===== src/rtl/store_data_align_pkg.sv =====
// rtl/store_data_align_pkg.sv - shared widths, store funct3 codes and FSM encodings for store_data_align
package store_data_align_pkg;

  localparam int XLEN  = 32;
  localparam int NSTRB = XLEN / 8;

  localparam logic [2:0] FNC_SB = 3'b000;
  localparam logic [2:0] FNC_SH = 3'b001;
  localparam logic [2:0] FNC_SW = 3'b010;

  localparam logic [1:0] SDA_IDLE  = 2'd0;
  localparam logic [1:0] SDA_BEAT0 = 2'd1;
  localparam logic [1:0] SDA_BEAT1 = 2'd2;

endpackage


===== src/rtl/store_data_align_if.sv =====
// rtl/store_data_align_if.sv - store request and memory write-beat handshake bundle
interface store_data_align_if;
  import store_data_align_pkg::*;

  logic             req_valid;
  logic             req_ready;
  logic [XLEN-1:0]  req_addr;
  logic [XLEN-1:0]  req_data;
  logic [2:0]       req_funct3;

  logic             mem_valid;
  logic             mem_ready;
  logic [XLEN-1:0]  mem_addr;
  logic [XLEN-1:0]  mem_wdata;
  logic [NSTRB-1:0] mem_wstrb;

  modport master (
    output req_valid, req_addr, req_data, req_funct3, mem_ready,
    input  req_ready, mem_valid, mem_addr, mem_wdata, mem_wstrb
  );

  modport slave (
    input  req_valid, req_addr, req_data, req_funct3, mem_ready,
    output req_ready, mem_valid, mem_addr, mem_wdata, mem_wstrb
  );

endinterface


===== src/rtl/store_lane_gen.sv =====
// rtl/store_lane_gen.sv - combinational byte-lane placement of a store into one or two word beats
module store_lane_gen
  import store_data_align_pkg::*;
(
  input  logic [2:0]       funct3,
  input  logic [1:0]       off,
  input  logic [XLEN-1:0]  data,
  output logic [XLEN-1:0]  wdata0,
  output logic [XLEN-1:0]  wdata1,
  output logic [NSTRB-1:0] wstrb0,
  output logic [NSTRB-1:0] wstrb1,
  output logic             split,
  output logic             illegal
);

  logic [NSTRB-1:0]   mask;
  logic [XLEN-1:0]    dmask;
  logic [2*NSTRB-1:0] strb_wide;
  logic [2*XLEN-1:0]  data_wide;

  // Bytes beyond the access size are zeroed so unused lanes never carry stale rs2 bits.
  always_comb begin
    mask    = '0;
    dmask   = '0;
    split   = 1'b0;
    illegal = 1'b0;
    case (funct3)
      FNC_SB: begin
        mask  = 4'b0001;
        dmask = {24'b0, data[7:0]};
      end
      FNC_SH: begin
        mask  = 4'b0011;
        dmask = {16'b0, data[15:0]};
        split = (off == 2'd3);
      end
      FNC_SW: begin
        mask  = 4'b1111;
        dmask = data;
        split = (off != 2'd0);
      end
      default: illegal = 1'b1;
    endcase
  end

  // The upper half of each widened shift is exactly what spills into the next word.
  assign strb_wide = {{NSTRB{1'b0}}, mask} << off;
  assign data_wide = {{XLEN{1'b0}}, dmask} << {off, 3'b000};

  assign wstrb0 = strb_wide[NSTRB-1:0];
  assign wstrb1 = strb_wide[2*NSTRB-1:NSTRB];
  assign wdata0 = data_wide[XLEN-1:0];
  assign wdata1 = data_wide[2*XLEN-1:XLEN];

endmodule


===== src/rtl/store_data_align.sv =====
// rtl/store_data_align.sv - store request to word-aligned write beats; MISALIGN_SPLIT_EN enables two-beat misaligned stores
module store_data_align
  import store_data_align_pkg::*;
(
  input  logic              clk,
  input  logic              rst,
  store_data_align_if.slave bus,
  output logic              busy,
  output logic              err
);

  logic [1:0]       state;
  logic             mem_valid_q;
  logic [XLEN-1:0]  mem_addr_q;
  logic [XLEN-1:0]  mem_wdata_q;
  logic [NSTRB-1:0] mem_wstrb_q;
  logic             err_q;

  logic [XLEN-1:0]  lg_wdata0;
  logic [XLEN-1:0]  lg_wdata1;
  logic [NSTRB-1:0] lg_wstrb0;
  logic [NSTRB-1:0] lg_wstrb1;
  logic             lg_split;
  logic             lg_illegal;
  logic             accept;
  logic             reject;

  store_lane_gen u_lane_gen (
    .funct3  (bus.req_funct3),
    .off     (bus.req_addr[1:0]),
    .data    (bus.req_data),
    .wdata0  (lg_wdata0),
    .wdata1  (lg_wdata1),
    .wstrb0  (lg_wstrb0),
    .wstrb1  (lg_wstrb1),
    .split   (lg_split),
    .illegal (lg_illegal)
  );

  assign bus.req_ready = (state == SDA_IDLE);
  assign accept        = bus.req_valid && bus.req_ready;

`ifdef MISALIGN_SPLIT_EN
  logic             split_q;
  logic [XLEN-1:0]  beat1_wdata_q;
  logic [NSTRB-1:0] beat1_wstrb_q;

  assign reject = lg_illegal;

  always_ff @(posedge clk) begin
    if (rst) begin
      split_q       <= 1'b0;
      beat1_wdata_q <= '0;
      beat1_wstrb_q <= '0;
    end else if (accept) begin
      split_q       <= lg_split;
      beat1_wdata_q <= lg_wdata1;
      beat1_wstrb_q <= lg_wstrb1;
    end
  end
`else
  logic unused_beat1;

  assign reject       = lg_illegal || lg_split;
  assign unused_beat1 = ^{lg_wdata1, lg_wstrb1};
`endif

  always_ff @(posedge clk) begin
    if (rst) begin
      state       <= SDA_IDLE;
      mem_valid_q <= 1'b0;
      mem_addr_q  <= '0;
      mem_wdata_q <= '0;
      mem_wstrb_q <= '0;
      err_q       <= 1'b0;
    end else begin
      err_q <= 1'b0;
      case (state)
        SDA_IDLE: begin
          if (accept) begin
            if (reject) begin
              err_q <= 1'b1;
            end else begin
              state       <= SDA_BEAT0;
              mem_valid_q <= 1'b1;
              mem_addr_q  <= {bus.req_addr[XLEN-1:2], 2'b00};
              mem_wdata_q <= lg_wdata0;
              mem_wstrb_q <= lg_wstrb0;
            end
          end
        end
        SDA_BEAT0: begin
          if (bus.mem_ready) begin
`ifdef MISALIGN_SPLIT_EN
            if (split_q) begin
              state       <= SDA_BEAT1;
              mem_addr_q  <= mem_addr_q + 32'd4;
              mem_wdata_q <= beat1_wdata_q;
              mem_wstrb_q <= beat1_wstrb_q;
            end else
`endif
            begin
              state       <= SDA_IDLE;
              mem_valid_q <= 1'b0;
            end
          end
        end
`ifdef MISALIGN_SPLIT_EN
        SDA_BEAT1: begin
          if (bus.mem_ready) begin
            state       <= SDA_IDLE;
            mem_valid_q <= 1'b0;
          end
        end
`endif
        default: begin
          state       <= SDA_IDLE;
          mem_valid_q <= 1'b0;
        end
      endcase
    end
  end

  assign bus.mem_valid = mem_valid_q;
  assign bus.mem_addr  = mem_addr_q;
  assign bus.mem_wdata = mem_wdata_q;
  assign bus.mem_wstrb = mem_wstrb_q;
  assign busy          = (state != SDA_IDLE);
  assign err           = err_q;

endmodule


===== src/flat_wrapper.sv =====
// flat-port wrapper written by rule: the top's interface ports become plain ports
module store_data_align_flat import store_data_align_pkg::*;
  (clk, rst, busy, err, bus_req_valid, bus_req_addr, bus_req_data, bus_req_funct3, bus_mem_ready, bus_req_ready, bus_mem_valid, bus_mem_addr, bus_mem_wdata, bus_mem_wstrb);
  store_data_align_if bus_i ();
  input  logic clk;
  input  logic rst;
  output logic busy;
  output logic err;
  input wire logic [$bits(bus_i.req_valid)-1:0] bus_req_valid;
  input wire logic [$bits(bus_i.req_addr)-1:0] bus_req_addr;
  input wire logic [$bits(bus_i.req_data)-1:0] bus_req_data;
  input wire logic [$bits(bus_i.req_funct3)-1:0] bus_req_funct3;
  input wire logic [$bits(bus_i.mem_ready)-1:0] bus_mem_ready;
  output wire logic [$bits(bus_i.req_ready)-1:0] bus_req_ready;
  output wire logic [$bits(bus_i.mem_valid)-1:0] bus_mem_valid;
  output wire logic [$bits(bus_i.mem_addr)-1:0] bus_mem_addr;
  output wire logic [$bits(bus_i.mem_wdata)-1:0] bus_mem_wdata;
  output wire logic [$bits(bus_i.mem_wstrb)-1:0] bus_mem_wstrb;
  assign bus_i.req_valid = bus_req_valid;
  assign bus_i.req_addr = bus_req_addr;
  assign bus_i.req_data = bus_req_data;
  assign bus_i.req_funct3 = bus_req_funct3;
  assign bus_i.mem_ready = bus_mem_ready;
  assign bus_req_ready = bus_i.req_ready;
  assign bus_mem_valid = bus_i.mem_valid;
  assign bus_mem_addr = bus_i.mem_addr;
  assign bus_mem_wdata = bus_i.mem_wdata;
  assign bus_mem_wstrb = bus_i.mem_wstrb;
  store_data_align u_core (.clk(clk), .rst(rst), .bus(bus_i), .busy(busy), .err(err));
endmodule

===== config.mk =====
export PLATFORM = sky130hd
export DESIGN_NAME = store_data_align_flat
export DESIGN_NICKNAME = d
export VERILOG_FILES = /design/src/rtl/store_data_align_pkg.sv /design/src/rtl/store_data_align_if.sv /design/src/rtl/store_lane_gen.sv /design/src/rtl/store_data_align.sv /design/src/flat_wrapper.sv
export SDC_FILE = /design/constraint.sdc
export NUM_CORES = 1
export LEC_CHECK = 0
export BUFFER_PORTS_ARGS = -buffer_cell sky130_fd_sc_hd__buf_2
export CORE_UTILIZATION = 46
export DETAILED_ROUTE_END_ITERATION = 8
export GPL_TIMING_DRIVEN = 0
export PLACE_DENSITY = 0.8
export SYNTH_ARGS = -nofsm -noshare
export SYNTH_HDL_FRONTEND = slang
export SYNTH_HIERARCHICAL = 1
export SYNTH_SLANG_ARGS = --single-unit

===== constraint.sdc =====
create_clock -name clk -period 2.4 [get_ports clk]
set_clock_uncertainty 0.05 [all_clocks]
set_input_delay 0.48 -clock clk [delete_from_list [all_inputs] [get_ports clk]]
set_output_delay 0.48 -clock clk [all_outputs]
set_load 0.02 [all_outputs]

# After elaboration in Yosys (flattened, before gate mapping)
# Index checks and enable logic that the tools add are counted.
[totals]
reg_bits = 70
in_bits = 71
wordCells = 41
output_inout_bits = 72
[classes]
bitwise_logic = 3
n_shift = 2
mux = 13
n_reduce_logical = 10
eq_ne = 7
[op_table]
columns = ["op", "count"]
rows = [
  ["32-bit one-hot mux with 3 select lines", 1],
  ["32-bit by 5-bit << shifter with 32-bit output", 1],
  ["4-bit one-hot mux with 3 select lines", 1],
  ["2-bit two-way mux", 3],
  ["2-bit inequality test, second input constant", 3],
  ["3-bit AND reduction", 2],
  ["3-bit OR reduction", 2],
  ["1-bit two-way mux", 5],
  ["1-bit one-hot mux with 2 select lines", 2],
  ["2-bit one-hot mux with 2 select lines", 1],
  ["2-bit nonzero test", 2],
  ["4-bit by 2-bit << shifter with 4-bit output", 1],
  ["3-bit by 1-bit == test with 1-bit output, second input constant", 1],
  ["3-bit by 2-bit == test with 1-bit output, second input constant", 1],
  ["3-bit zero test", 1],
  ["1-bit NOT", 3],
  ["2-bit by 1-bit == test with 1-bit output, second input constant", 1],
  ["2-bit == test, second input constant", 1],
  ["2-bit zero test", 1],
  ["1-bit logical AND", 1],
  ["1-bit logical OR", 1],
]

# Logic depth before layout (Yosys ltp)
# Gate-level depths: netlist of the first run.
[logic_depth]
depth_word = 7
ltp_mapped = 9

# By module
# The synthesis of the first run kept the hierarchy.
[by_module_without_submodules]
columns = ["module", "cells_per_inst", "n_inst", "area_per_inst_um2"]
rows = [
  ["store_data_align", 297, 1, 3050.4],
  ["store_lane_gen", 153, 1, 1018.5],
]

# Worst setup path before layout of the first run
# No wires, ideal clock.
[synth_timing]
kind = "input -> register"
startpoint = "input bus_req_addr[0]"
endpoint = "register u_core.mem_addr_q[24], in the netlist u_core/bus.mem_addr[24]"
arrival_time_ns = 2.150
cell_stages = 9
path_buffers = 5
required_ns = 2.278
setup_ns = 0.072
path_slack_ns = 0.128
path_cell_list = "clkbuf_2 buf_4 buf_2 o21ai_0 a21oi_1 nor4b_4 buf_6 buf_6 mux2i_1"
[synth_between]
elab_chain_len = 5
word_cells_on_any_way = 6
classes_between = "eq/ne: 1; mux: 1; bitwise: 1; reduce/logical: 3"
[synth_rtl]
columns = ["item", "line", "rtl"]
rows = [
  ["start, declared", "flat_wrapper.sv:10", "input wire logic [$bits(bus_i.req_addr)-1:0] bus_req_addr;"],
  ["2-bit == test or 2-bit nonzero test (tied branches)", "store_lane_gen.sv:35, store_lane_gen.sv:40", ""],
  ["1-bit one-hot mux with 2 select lines *", "store_lane_gen.sv:27", "case (funct3)"],
  ["via u_core.lg_split", "store_data_align.sv:23", "logic lg_split;"],
  ["1-bit logical OR *", "store_data_align.sv:64", "assign reject = lg_illegal || lg_split;"],
  ["1-bit NOT (no line) *", "-", ""],
  ["3-bit AND reduction (no line) *", "-", ""],
  ["end signal, assigned", "store_data_align.sv:86", "mem_addr_q <= {bus.req_addr[XLEN-1:2], 2'b00};"],
  ["end, declared", "store_data_align.sv:14", "logic [XLEN-1:0] mem_addr_q;"],
]
# The timed path passes the listed nets; every way through them passes the cells marked *.
# A chain may end at the register's enable or synchronous reset.

# Final worst setup path of the first run
[layout_timing]
startpoint = "input bus_req_addr[0]"
endpoint = "register u_core.mem_wdata_q[9], in the netlist u_core/bus.mem_wdata[9]"
[layout_between]
elab_chain_len = 5
word_cells_on_any_way = 7
classes_between = "eq/ne: 1; shift: 1; mux: 1; bitwise: 1; reduce/logical: 3"
[layout_rtl]
columns = ["item", "line", "rtl"]
rows = [
  ["2-bit == test or 2-bit nonzero test (tied branches)", "store_lane_gen.sv:35, store_lane_gen.sv:40", ""],
  ["1-bit one-hot mux with 2 select lines *", "store_lane_gen.sv:27", ""],
  ["via u_core.lg_split", "store_data_align.sv:23", ""],
  ["1-bit logical OR *", "store_data_align.sv:64", ""],
  ["1-bit NOT (no line) *", "-", ""],
  ["3-bit AND reduction (no line) *", "-", ""],
  ["end signal, assigned", "store_data_align.sv:87", "mem_wdata_q <= lg_wdata0;"],
  ["end, declared", "store_data_align.sv:15", "logic [XLEN-1:0] mem_wdata_q;"],
]
# Marked as above.

==> flow_metrics.tcl, run 1 <==
set metrics [dict create \
    wl_per_cell_um 15.0 \
    worst_path_max_delay_cell "nor4b_4" \
    status "complete, no violations" \
    p_leak_uw 0.00210 \
    port_buffers 137 \
    wl_met3_um 589 \
    setup_viol 0 \
    rsz0062_at_grt "no" \
    critPathMostFrequentCell "buf_6" \
    die-area_mm2 0.00847 \
    vias 3254 \
    rrSetupSlack_ns 0.82 \
    drt-initial-drc-count 180 \
    min_period_ns 2.16 \
    final_cells 655 \
    avgSynthCellArea_um2 9.35 \
    path_class "in -> reg" \
    power_density_mw_per_mm2 517 \
    wl_met2_mm 4.58 \
    postCtsHoldBufs 0 \
    num_antenna_cells 0 \
    final_area_mm2 0.00472 \
    fmax_mhz 462 \
    final_layout_size_suffix_gt1_frac 0.318 \
    start_kind "input pin" \
    vias_per_cell 4.97 \
    peakVddDrop_v 0.000276 \
    routed_wl_mm 9.79 \
    cts.sinks 68 \
    cts_buffers 9 \
    path_clk_slew_ns 0.08 \
    cts_root_buf "clkbuf_8" \
    tns_ns 0 \
    grt_pass1_vias 3321 \
    grt_max_degree 12 \
    post-cts-setup-buffer-count 0 \
    ios 143 \
    mappedNetlistArea_mm2 0.00373 \
    crit_path_end_kind "register" \
    drv_cap 0 \
    overflow 0 \
    cp_slowest_stage_delay_ns 0.38 \
    dpl_cell_area_mm2 0.00455 \
    rows 32 \
    arrival_ns 2.37 \
    grt_pass1_wl_mm 16.1 \
    numPlacedInstances 639 \
    clockBufferDepth 2 \
    initial_core_util 0.480 \
    die_width_um 92.0 \
    cp_cell_sequence "clkbuf_2 > buf_4 > buf_2 > o21ai_0 > a21oi_1 > nor4b_4 > buf_6 > buf_6 > mux2i_1" \
    dp_hpwl_mm 7.41 \
    cts_tree "done" \
    routed.top_layer "met4" \
    antenna_found_initial 0 \
    ctsResizeCount 0 \
    hold_viol 0 \
    drtAntennaViolNets 0 \
    dr.pass1.iters 4 \
    grtUsageTotal 0.241 \
    cts_max_level 3 \
    drc 0 \
    path_max_fanout 10 \
    wl_met1_mm 4.33 \
    die_y_um 92.0 \
    gp_congestion 0.861 \
    slew_violations 0 \
    final_util 0.607 \
    clk_latency_ns 0.33 \
    timing.final.crit_share 0.902 \
    tightestPinTransition_ns 0.502 \
    yosysWarnings 6 \
    hold_path.class "in -> reg" \
    critPathRequiredTime_ns 2.61 \
    core_area_mm2 0.00777 \
    nNetsFinal 619 \
    slew_headroom 0.665 \
    synthCells 399 \
    area_growth_pct 26.4 \
]
==> cell type report <==
cell class / instances / area [µm²]
fillers: 719 / 3050
multi-input cells: 294 / 2160
flip-flops and latches: 68 / 1360
repair buffers: 137 / 686
plain buffers: 35 / 203
clock buffers: 11 / 141
well taps: 102 / 128
clock inverters: 5 / 27.5
inverters: 3 / 11.3
==> per-layer routing <==
layer  vias to the layer above  global-route usage
met5                         -                   0
met4                         0               0.115
met3                        24              0.0390
met2                       120               0.389
met1                      1486               0.312
li1                       1624                   -
==> power by group <==
group | switching [µW] | internal (µW) | total (µW)
clock | 425 | 396 | 821
sequential | 17.5 | 1160 | 1180
combinational | 235 | 203 | 438
==> registers in the layout, indices dropped and copies added (netlist names) <==
name	flops
u_core/state	1
u_core/bus.mem_wdata	32
u_core/err	1
u_core/bus.mem_addr	30
u_core/bus.mem_wstrb	4
==> metrics by stage <==
| stage | hold slack (ns) | setup WS (ns) | total power, µW |
|---|---|---|---|
| floorplan | 0.496 | 0.215 | 1490 |
| global placement | 0.405 | -0.0520 | 1630 |
| detailed placement | 0.410 | -0.133 | 1640 |
| CTS | 0.335 | 0.228 | 2460 |
| global route | 0.337 | 0.0571 | 2560 |
| finish | 0.343 | 0.235 | 2440 |
==> final timing paths <==
check                                              end  cells after the start                                  from
setup / recovery  u_core/bus.mem_wdata[9]$_SDFFE_PP0P_                      9                       bus_req_addr[0]
hold / removal    u_core/bus.mem_addr[24]$_SDFFE_PP0P_                      3                      bus_req_addr[24]
setup reg to reg  u_core/bus.mem_wdata[9]$_SDFFE_PP0P_                      4          u_core/state[0]$_SDFFE_PP0P_
hold reg to reg   u_core/bus.mem_wdata[1]$_SDFFE_PP0P_                      2  u_core/bus.mem_wdata[1]$_SDFFE_PP0P_
==> placed cells by master, fill, tap and decap left out, drive strengths merged <==
cell and count:
a21oi 4, a221o 8, a22oi 8, and2 8, and3 9, buf 155, clkbuf 28, clkinv 4
clkinvlp 1, conb 2, dfxtp 68, inv 3, mux2i 74, nand2 4, nand2b 134, nand4 1
nor2 12, nor2b 11, nor3 2, nor3b 2, nor4b 2, o21ai 2, o21ba 1, o22ai 8
or2 1, xor2 1
==> critical path, delay by kind of cell <==
family | cells | cell delay (ns)
and+or+nand+nor | 1 | 0.38
buffers and inverters | 5 | 0.96
AOI/OAI and AO/OA | 2 | 0.31
muxes | 1 | 0.22
(Power assumes the default switching activity.)
==> run 2: changes to the inputs <==
- REMOVE_ABC_BUFFERS: default -> 1
==> run 2 against run 1 <==
Sequential share of layout area is 0.10 points higher. Total power is 9.2% higher. Largest power group unchanged. Combinational power decreased by 3%. Sequential power about the same. Final cell count down 3.4%. Setup slack got worse by 0.15 ns. Cell area decreased by 0.34%. Die area unchanged.
==> flow_metrics.tcl, run 2 (synthesis gave the netlist of run 1 again) <==
set metrics [dict create \
    status "complete, no violations" \
    fin_ws_ns 0.0851 \
    dp_slack_ns -1.04 \
    area_growth_pct 26.0 \
    regArea_mm2 0.00136 \
    grtUsageMet2 0.354 \
    routed_wl_mm 8.98 \
    cts_tree "done" \
    dr.pass1.iters 4 \
    largest_reg_flops 32 \
    vias 3191 \
    cp_cell_sequence "buf_2 > a21oi_2 > inv_1 > nor4b_4 > buf_4 > buf_6 > buf_6 > mux2i_1" \
    worst_path_max_delay_cell "a21oi_2" \
    dp_hpwl_mm 6.22 \
    cts.sinks 68 \
    grt_pass1_wl_mm 14.3 \
    final_layout_size_suffix_gt1_frac 0.324 \
    initial_core_util 0.480 \
    fmax_mhz 432 \
    arrival_ns 2.52 \
    cts_max_level 3 \
    die-area_mm2 0.00847 \
    fin_hold_ws_ns 0.348 \
    mostFrequentLayoutCell "buf_2" \
    drv_cap 0 \
    clk_latency_ns 0.33 \
    setup_viol 0 \
    postCtsHoldBufs 0 \
    slew_headroom 0.410 \
    drtAntennaViolNets 0 \
    min_period_ns 2.31 \
    slew_violations 0 \
    grt_pass1_vias 3087 \
    ios 143 \
    peakVddDrop_v 0.000285 \
    hold_viol 0 \
    critPathRequiredTime_ns 2.60 \
    num_antenna_cells 0 \
    crit_path_end_kind "register" \
    die_y_um 92.0 \
    nNetsFinal 597 \
    overflow 0 \
    rsz0062_at_grt "no" \
    critPathMostFrequentCell "buf_6" \
    multi_input_area_mm2 0.00216 \
    path_max_fanout 12 \
    tns_ns 0 \
    path_clk_slew_ns 0.07 \
    cts_buffers 9 \
    hold_path.class "in -> reg" \
    core_area_mm2 0.00777 \
    start_kind "input pin" \
    timing.final.crit_share 0.965 \
    drt-initial-drc-count 98 \
    wl_per_cell_um 14.2 \
    busiest_layer "met2" \
    fillers 686 \
    antenna_found_initial 0 \
    met3_usage 0.0580 \
    grtUsageTotal 0.213 \
    use_met1 0.255 \
    gp_congestion 0.782 \
    die_width_um 92.0 \
    total_power_uw 2660 \
    final_cell_mix "139 x buf_2, 134 x nand2b_1, 74 x mux2i_1" \
    clockBufferDepth 2 \
    p_leak_uw 0.00208 \
    grt_max_degree 135 \
    tightestPinTransition_ns 0.886 \
    path_class "in -> reg" \
    cts_root_buf "clkbuf_8" \
    drc 0 \
    power_density_mw_per_mm2 567 \
    cp_slowest_stage_delay_ns 0.49 \
    final_cells 633 \
    rows 32 \
    numPlacedInstances 613 \
    vias_per_cell 5.04 \
    port_buffers 140 \
]
run 2: changes by cell type in the layout (fill, tap and decap cells not counted):
cell,previous run,this run
clkbuf_1,17,0
buf_4,9,5
buf_2,142,139
buf_8,0,3
clkinv_2,4,1
bufinv_16,0,2
clkinvlp_4,1,3
a21oi_1,4,3
a21oi_2,0,1
buf_6,4,3
clkbuf_2,1,0
run 2: layout make-up:
class | instances | area share
multi-input cells | 294 | 0.460
flip-flops and latches | 68 | 0.290
repair buffers | 150 | 0.173
clock buffers | 10 | 0.0293
well taps | 102 | 0.0272
clock inverters | 6 | 0.0186
inverters | 3 | 0.00240
run 2: critical path: cells and delay by family:
family | cells | cell delay, ns
buffers and inverters | 5 | 0.99
muxes | 1 | 0.23
and+or+nand+nor | 1 | 0.31
AOI/OAI and AO/OA | 1 | 0.49
run 2: where the power goes:
group / total (µW) / switching (µW) / internal, µW
Sequential: 1180 / 16.4 / 1160
Combinational: 423 / 225 / 198
Clock: 1060 / 451 / 611
Total: 2660 / 693 / 1970
run 2: final timing paths:
check	startpoint	end	slack (ns)	depth (start not counted)
setup reg to reg	u_core/state[0]$_SDFFE_PP0P_	u_core/bus.mem_addr[26]$_SDFFE_PP0P_	0.87	5
hold / removal	bus_req_addr[17]	u_core/bus.mem_addr[17]$_SDFFE_PP0P_	0.35	3
hold reg to reg	u_core/bus.mem_wdata[21]$_SDFFE_PP0P_	u_core/bus.mem_wdata[21]$_SDFFE_PP0P_	0.42	2
setup / recovery	bus_req_funct3[0]	u_core/bus.mem_addr[26]$_SDFFE_PP0P_	0.09	8
run 2: metrics by stage:
step / utilization / cell area (µm²)
CTS: 0.605 / 4700
detailed placement: 0.571 / 4440
global placement: 0.561 / 4360
finish: 0.605 / 4700
floorplan: - / 3530
global route: 0.605 / 4700
run 2: routing by layer:
layer | routed length (µm) | part of all wire
met1 | 4040 | 0.45
met2 | 4080 | 0.45
met5 | 0 | 0
met4 | 145 | 0.016
met3 | 704 | 0.078
run 2: timing repair:
item / 4_1_cts / 5_1_grt
resized for setup: 1 / 0
setup endpoints to repair: 67 / 0
setup buffers: 4 / 0
